[config.mk]
export PLATFORM = sky130hd
export DESIGN_NAME = clock_set_ctrl
export DESIGN_NICKNAME = d
export VERILOG_FILES = /design/src/rtl/clock_set_ctrl.sv
export SDC_FILE = /design/constraint.sdc
export NUM_CORES = 1
export LEC_CHECK = 0
export ABC_AREA = 1
export BUFFER_PORTS_ARGS = -buffer_cell sky130_fd_sc_hd__buf_2
export CAP_MARGIN = 40
export CORE_MARGIN = 10
export CORE_UTILIZATION = 61
export CTS_CLUSTER_SIZE = 10
export DETAILED_ROUTE_END_ITERATION = 8
export GPL_ROUTABILITY_DRIVEN = 0
export GPL_TIMING_DRIVEN = 0
export PLACE_DENSITY = 0.77
export SETUP_SLACK_MARGIN = 0.15
export SLEW_MARGIN = 10
export SYNTH_ARGS = -nofsm -noshare
export SYNTH_HDL_FRONTEND = slang
export SYNTH_SLANG_ARGS = --single-unit
[constraint.sdc]
create_clock -name clk -period 3.3 [get_ports clk]
set_input_delay 0.66 -clock clk [delete_from_list [all_inputs] [get_ports clk]]
set_output_delay 0.66 -clock clk [all_outputs]
set_load 0.03 [all_outputs]
[src/rtl/clock_set_ctrl.sv]
// Time-setting controller for a 12-hour BCD clock: freezes the core, edits a
// shadow copy of hour/minute with auto-repeat increment, then loads it back.
module clock_set_ctrl #(
  parameter int CLK_FREQ    = 100_000_000,
  parameter int TIMEOUT_SEC = 30
) (
  input  logic       clk,
  input  logic       rst_n,
  input  logic       mode_pulse,
  input  logic       inc_btn,
  input  logic [3:0] cur_hour_tens,
  input  logic [3:0] cur_hour_units,
  input  logic [3:0] cur_min_tens,
  input  logic [3:0] cur_min_units,
  input  logic       cur_is_am,
  output logic [3:0] set_hour_tens,
  output logic [3:0] set_hour_units,
  output logic [3:0] set_min_tens,
  output logic [3:0] set_min_units,
  output logic       set_is_am,
  output logic       load,
  output logic       run_en,
  output logic       sel_hour,
  output logic       sel_min,
  output logic       blink
);

  localparam int     HOLD_CYC    = CLK_FREQ / 2;
  localparam int     REPEAT_CYC  = CLK_FREQ / 8;
  localparam int     BLINK_CYC   = CLK_FREQ / 4;
  localparam longint TIMEOUT_CYC = longint'(TIMEOUT_SEC) * longint'(CLK_FREQ);
  localparam int     HOLD_W      = $clog2(HOLD_CYC + 1);
  localparam int     BLINK_W     = $clog2(BLINK_CYC + 1);
  localparam int     TMO_W       = $clog2(TIMEOUT_CYC + 1);

  typedef enum logic [1:0] {RUN, SET_HOUR, SET_MIN, COMMIT} state_t;

  state_t             r_state, w_state_next;
  logic               r_inc_prev, r_inc_evt;
  logic [HOLD_W-1:0]  r_hold_cnt;
  logic [TMO_W-1:0]   r_tmo_cnt;
  logic [BLINK_W-1:0] r_blink_cnt, w_blink_cnt_next;
  logic [3:0]         r_hr_t, r_hr_u, r_mn_t, r_mn_u;
  logic               r_am;
  logic               r_load, r_run_en, r_sel_hour, r_sel_min, r_blink;
  logic               w_load_next, w_run_en_next, w_sel_hour_next, w_sel_min_next, w_blink_next;
  logic               w_in_set, w_next_in_set, w_enter_set, w_inc_apply, w_timeout, w_cap_valid;

  assign w_in_set      = (r_state == SET_HOUR) || (r_state == SET_MIN);
  assign w_next_in_set = (w_state_next == SET_HOUR) || (w_state_next == SET_MIN);
  assign w_enter_set   = w_next_in_set && (w_state_next != r_state);
  assign w_inc_apply   = r_inc_evt && !mode_pulse && w_in_set;
  assign w_timeout     = w_in_set && (r_tmo_cnt == TMO_W'(TIMEOUT_CYC - 1));
  assign w_cap_valid   = ((cur_hour_tens == 4'd0) && (cur_hour_units != 4'd0) && (cur_hour_units <= 4'd9)) ||
                         ((cur_hour_tens == 4'd1) && (cur_hour_units <= 4'd2));

  always_ff @(posedge clk or negedge rst_n) begin
    if (!rst_n) r_state <= RUN;
    else        r_state <= w_state_next;
  end

  always_comb begin
    w_state_next = r_state;
    case (r_state)
      RUN:      if (mode_pulse) w_state_next = SET_HOUR;
      SET_HOUR: if (mode_pulse) w_state_next = SET_MIN; else if (w_timeout) w_state_next = RUN;
      SET_MIN:  if (mode_pulse) w_state_next = COMMIT;  else if (w_timeout) w_state_next = RUN;
      COMMIT:   w_state_next = RUN;
      default:  w_state_next = RUN;
    endcase
  end

  // A press only arms while already in a SET state with no mode pulse, so a
  // button held across any state change stays silent until re-pressed.
  always_ff @(posedge clk or negedge rst_n) begin
    if (!rst_n) begin
      r_inc_prev <= 1'b0;
      r_inc_evt  <= 1'b0;
      r_hold_cnt <= '0;
    end else begin
      r_inc_prev <= inc_btn;
      r_inc_evt  <= 1'b0;
      if (!w_in_set || !inc_btn || mode_pulse) begin
        r_hold_cnt <= '0;
      end else if (!r_inc_prev) begin
        r_hold_cnt <= HOLD_W'(1);
        r_inc_evt  <= 1'b1;
      end else if (r_hold_cnt != '0) begin
        if (r_hold_cnt == HOLD_W'(HOLD_CYC - 1)) begin
          r_inc_evt  <= 1'b1;
          r_hold_cnt <= HOLD_W'(HOLD_CYC - REPEAT_CYC);
        end else begin
          r_hold_cnt <= r_hold_cnt + HOLD_W'(1);
        end
      end
    end
  end

  always_ff @(posedge clk or negedge rst_n) begin
    if (!rst_n)                                   r_tmo_cnt <= '0;
    else if (!w_in_set || mode_pulse || r_inc_evt) r_tmo_cnt <= '0;
    else                                          r_tmo_cnt <= r_tmo_cnt + TMO_W'(1);
  end

  always_ff @(posedge clk or negedge rst_n) begin
    if (!rst_n) begin
      r_hr_t <= 4'd1; r_hr_u <= 4'd2; r_mn_t <= 4'd0; r_mn_u <= 4'd0; r_am <= 1'b1;
    end else if ((r_state == RUN) && mode_pulse) begin
      r_hr_t <= w_cap_valid ? cur_hour_tens  : 4'd1;
      r_hr_u <= w_cap_valid ? cur_hour_units : 4'd2;
      r_mn_t <= cur_min_tens;
      r_mn_u <= cur_min_units;
      r_am   <= cur_is_am;
    end else if (w_inc_apply && (r_state == SET_HOUR)) begin
      if ((r_hr_t == 4'd1) && (r_hr_u == 4'd2)) begin
        r_hr_t <= 4'd0; r_hr_u <= 4'd1;
      end else if ((r_hr_t == 4'd1) && (r_hr_u == 4'd1)) begin
        r_hr_u <= 4'd2; r_am <= ~r_am;
      end else if (r_hr_u == 4'd9) begin
        r_hr_t <= 4'd1; r_hr_u <= 4'd0;
      end else begin
        r_hr_u <= r_hr_u + 4'd1;
      end
    end else if (w_inc_apply && (r_state == SET_MIN)) begin
      if (r_mn_u >= 4'd9) begin
        r_mn_u <= 4'd0;
        r_mn_t <= (r_mn_t >= 4'd5) ? 4'd0 : r_mn_t + 4'd1;
      end else begin
        r_mn_u <= r_mn_u + 4'd1;
      end
    end
  end

  always_comb begin
    w_run_en_next    = (w_state_next == RUN);
    w_load_next      = (w_state_next == COMMIT);
    w_sel_hour_next  = (w_state_next == SET_HOUR);
    w_sel_min_next   = (w_state_next == SET_MIN);
    w_blink_next     = 1'b0;
    w_blink_cnt_next = '0;
    if (w_next_in_set && w_enter_set) begin
      w_blink_next = 1'b1;
    end else if (w_next_in_set) begin
      if (r_blink_cnt == BLINK_W'(BLINK_CYC - 1)) begin
        w_blink_next = ~r_blink;
      end else begin
        w_blink_next     = r_blink;
        w_blink_cnt_next = r_blink_cnt + BLINK_W'(1);
      end
    end
  end

  always_ff @(posedge clk or negedge rst_n) begin
    if (!rst_n) begin
      r_run_en <= 1'b1; r_load <= 1'b0; r_sel_hour <= 1'b0; r_sel_min <= 1'b0;
      r_blink  <= 1'b0; r_blink_cnt <= '0;
    end else begin
      r_run_en <= w_run_en_next; r_load <= w_load_next;
      r_sel_hour <= w_sel_hour_next; r_sel_min <= w_sel_min_next;
      r_blink  <= w_blink_next; r_blink_cnt <= w_blink_cnt_next;
    end
  end

  assign set_hour_tens  = r_hr_t;
  assign set_hour_units = r_hr_u;
  assign set_min_tens   = r_mn_t;
  assign set_min_units  = r_mn_u;
  assign set_is_am      = r_am;
  assign load           = r_load;
  assign run_en         = r_run_en;
  assign sel_hour       = r_sel_hour;
  assign sel_min        = r_sel_min;
  assign blink          = r_blink;

endmodule
==> impl_results.md <==
- Run status: complete, no violations
- WL final: 13.5 mm
- Met1 Use GR: 0.224
- Starting DRT DRC Count: between 400 and 500
- Met2 Use GR: 0.326
- Initial Utilization: 0.633
- DP Worst Slack: 0.294 ns
- Post-Syn Area: 6250 sq um
- Row count: 36
- Post-synthesis mux area share: 0
- Leak Pwr: about 3.0 nW
- Boundary Pins: 43
- CTS max path bufs: 2
- CP arrival: 3.16 ns
- Inserted Clock Buffers: 9
- Synth-to-Final Area Change: 11.5%
- RSZ-0062 raised after global routing: no
- Worst Setup End Kind: flop
- Largest net degree at the start of global routing: 67
- IO Port Bufs: 42
- Commonest non-fill, non-tap cell in the layout: nand2_1
- TNS Setup: 0 ns
- Die Height: roughly 120 um
- Worst hold path type: primary input to asynchronous set/reset pin
- Fmax: 0.354 GHz
- Register area share after synthesis: 0.437
- GR Util met3: 0.0526
- DRT Pass-1 Iters: 5
- Post-synth EDFFs: 0
- Post-DR wirelength/cell: 13.7 um
- Post-DP Area: 6660 sq um
- CP Launch Type: flop
- # hold bufs at CTS: 0
- Syn Inst Count: 785
- Total core area: 9860 sq um
- First-pass GRT wire length: 23.5 mm
- Maxcap violations: 0
- Final hold vios: 0
- Die area: 14700 sq um
- Syn_area_per_cell: between 7 and 8 sq um
- Max Transition Viols Final: 0
- Synthesized net count: just over 800
- # DRC: 0
- Setup CP Type: flop to flop
- Total power per unit cell area: 614 nW/um^2
- DP HPWL: 9.97 mm
- Min cycle time layout: 2.83 ns
- Vias in the first global route: between 5000 and 6000
- # setup viols final: 0
- Seq cells post-synth: 109
- Synth Area in Simple Gates: 0.316
- Post-Synth Adder-Cell Area: 0.0320
- Post-synthesis xor/xnor area fraction: 0.0561
- Min Hold Slack: 0.177 ns
- Antenna diode count: 0
- Worst Setup Slack, final: 0.472 ns
- Unique masters post-synth: 40
- Global-route usage over all layers: 0.190
- Post-synth top flop: dfrtp_1
- Overflow after GRT: 0
- CTS H-Tree Depth: 3
- Skew final: approximately 0.011 ns
- Peak VDD IR: 564 uV
- Share of layout cells above drive strength 1: 0.164
- Synth Area in Compound Gates: 0.0777
- Most frequent cells in the layout: nand2_1 (125), inv_1 (120), nor2_1 (107)
- # nets final: 880
- Antenna Nets Post-Route: 0
- GRT busiest layer: met2
- Root Buffer: clkbuf_8
- Design Area, Final: 6970 sq um
- Max_slew headroom: 0.612
- RR Startpoint: r_state[1]
- Clock sink count: 109
- Crit path max fanout: 10
- Slew of the pin with the lowest slew margin: 0.580 ns
- Antenna violations before repair: 0
- Clock Latency Late Sink: around 0.39 ns
- Ys async rst share: 1.00
- CP startpoint: r_state[1]
- TritonCTS clock tree: done
- Critical path data required time: between 3 and 4 ns
- Die X: 121 um
- Vias per cell: ~5.4
- Largest family of logic cells by synthesized area: simple AND/OR/NAND/NOR gates
- Warnings, synthesis: 0
- Clock transition at path regs: roughly 0.10 ns
- Period utilization: 0.857
- Total number of vias: 5315
-- where the power goes --
group / total (mW) / switching [mW] / leakage, nW / internal (mW)
Sequential: 1.66 / 0.154 / 1.47 / 1.51
Combinational: 1.59 / 1.08 / 1.36 / 0.508
Clock: 1.02 / 0.473 / 0.126 / 0.547
Total: 4.28 / 1.71 / 2.96 / 2.56
-- critical path, cell delays in order, from the launching register on --
cell and delay [ns]:
dfrtp_1 0.42, inv_1 0.14, ha_4 0.31, nand2_1 0.06, nor2_1 0.08, nand2_1 0.05
nor2_1 0.09, nand3_1 0.14, nand2_1 0.09, nand2_1 0.05, nand2_1 0.08, nand2_1 0.10
o21ai_2 0.09, inv_1 0.10, ha_1 0.33, nor2_2 0.16, nand4_4 0.18, buf_6 0.20
nor2_2 0.09
-- repair_timing --
action / in CTS / in global routing
setup buffers: 0 / 4
setup endpoints to repair: 0 / 25
resized for setup: 0 / 4
-- cell type report --
class,instances,area [sq um]
tap,133,166
clock inverter,5,106
sequential,109,2730
clock buffer,11,151
inverter,123,462
multi-input combinational,546,3030
buffer,7,45.0
fill,800,2900
timing repair buffer,47,274
-- state kept, by name, summed over array words and instances, names as in the netlist --
| register | count |
|---|---|
| r_tmo_cnt | 32 |
| r_hold_cnt | 26 |
| r_blink_cnt | 25 |
| set_hour_tens | 4 |
| set_hour_units | 4 |
| set_min_tens | 4 |
| set_min_units | 4 |
| r_state | 2 |
| blink | 1 |
| load | 1 |
| r_inc_evt | 1 |
| r_inc_prev | 1 |
| run_en | 1 |
| sel_hour | 1 |
| sel_min | 1 |
| set_is_am | 1 |
-- cell usage after synthesis (all sizes together), types with 9 or more instances --
cell / count / area, sq um
nor2: 141 / 646
nand2: 135 / 537
inv: 123 / 462
dfrtp: 105 / 2630
nor3: 46 / 277
nand3: 41 / 235
o21ai: 38 / 190
xor2: 31 / 272
a21oi: 30 / 150
nand4: 24 / 171
ha: 16 / 200
nor4: 11 / 75.1
a31oi: 10 / 62.6
xnor2: 9 / 78.8
-- path summary, 6_finish.rpt --
path / cells past startpoint / slack [ns] / end
setup / recovery: 18 / 0.47 / r_blink_cnt[11]
hold / removal: 1 / 0.18 / r_hold_cnt[15]
setup reg to reg: 18 / 0.47 / r_blink_cnt[11]
hold reg to reg: 1 / 0.46 / r_blink_cnt[0]
max in group asynchronous: 2 / 2.46 / r_hold_cnt[3]
min in group clk: 1 / 0.40 / r_inc_prev
-- metrics by stage --
step | util | instances | total power, mW
global route | 0.706 | 981 | 4.56
finish | 0.706 | 981 | 4.28
detailed placement | 0.675 | 961 | 3.21
floorplan | - | 785 | 2.79
CTS | 0.701 | 977 | 4.25
global placement | 0.672 | 960 | 3.16
-- cells by family after synthesis --
family | after synthesis
compound gates | 88
fa+ha+maj | 16
simple gates | 402
xor+xnor | 40
flops | 109
buf+inv | 130
-- per-layer routing --
layer	vias to the layer above	share of wire	routed length (um)
met4	0	0.013	172
met3	16	0.053	714
met2	127	0.49	6650
met1	2525	0.44	5940
li1	2647	-	-
met5	-	0	0
No activity file was read; power rests on OpenSTA's default activity.
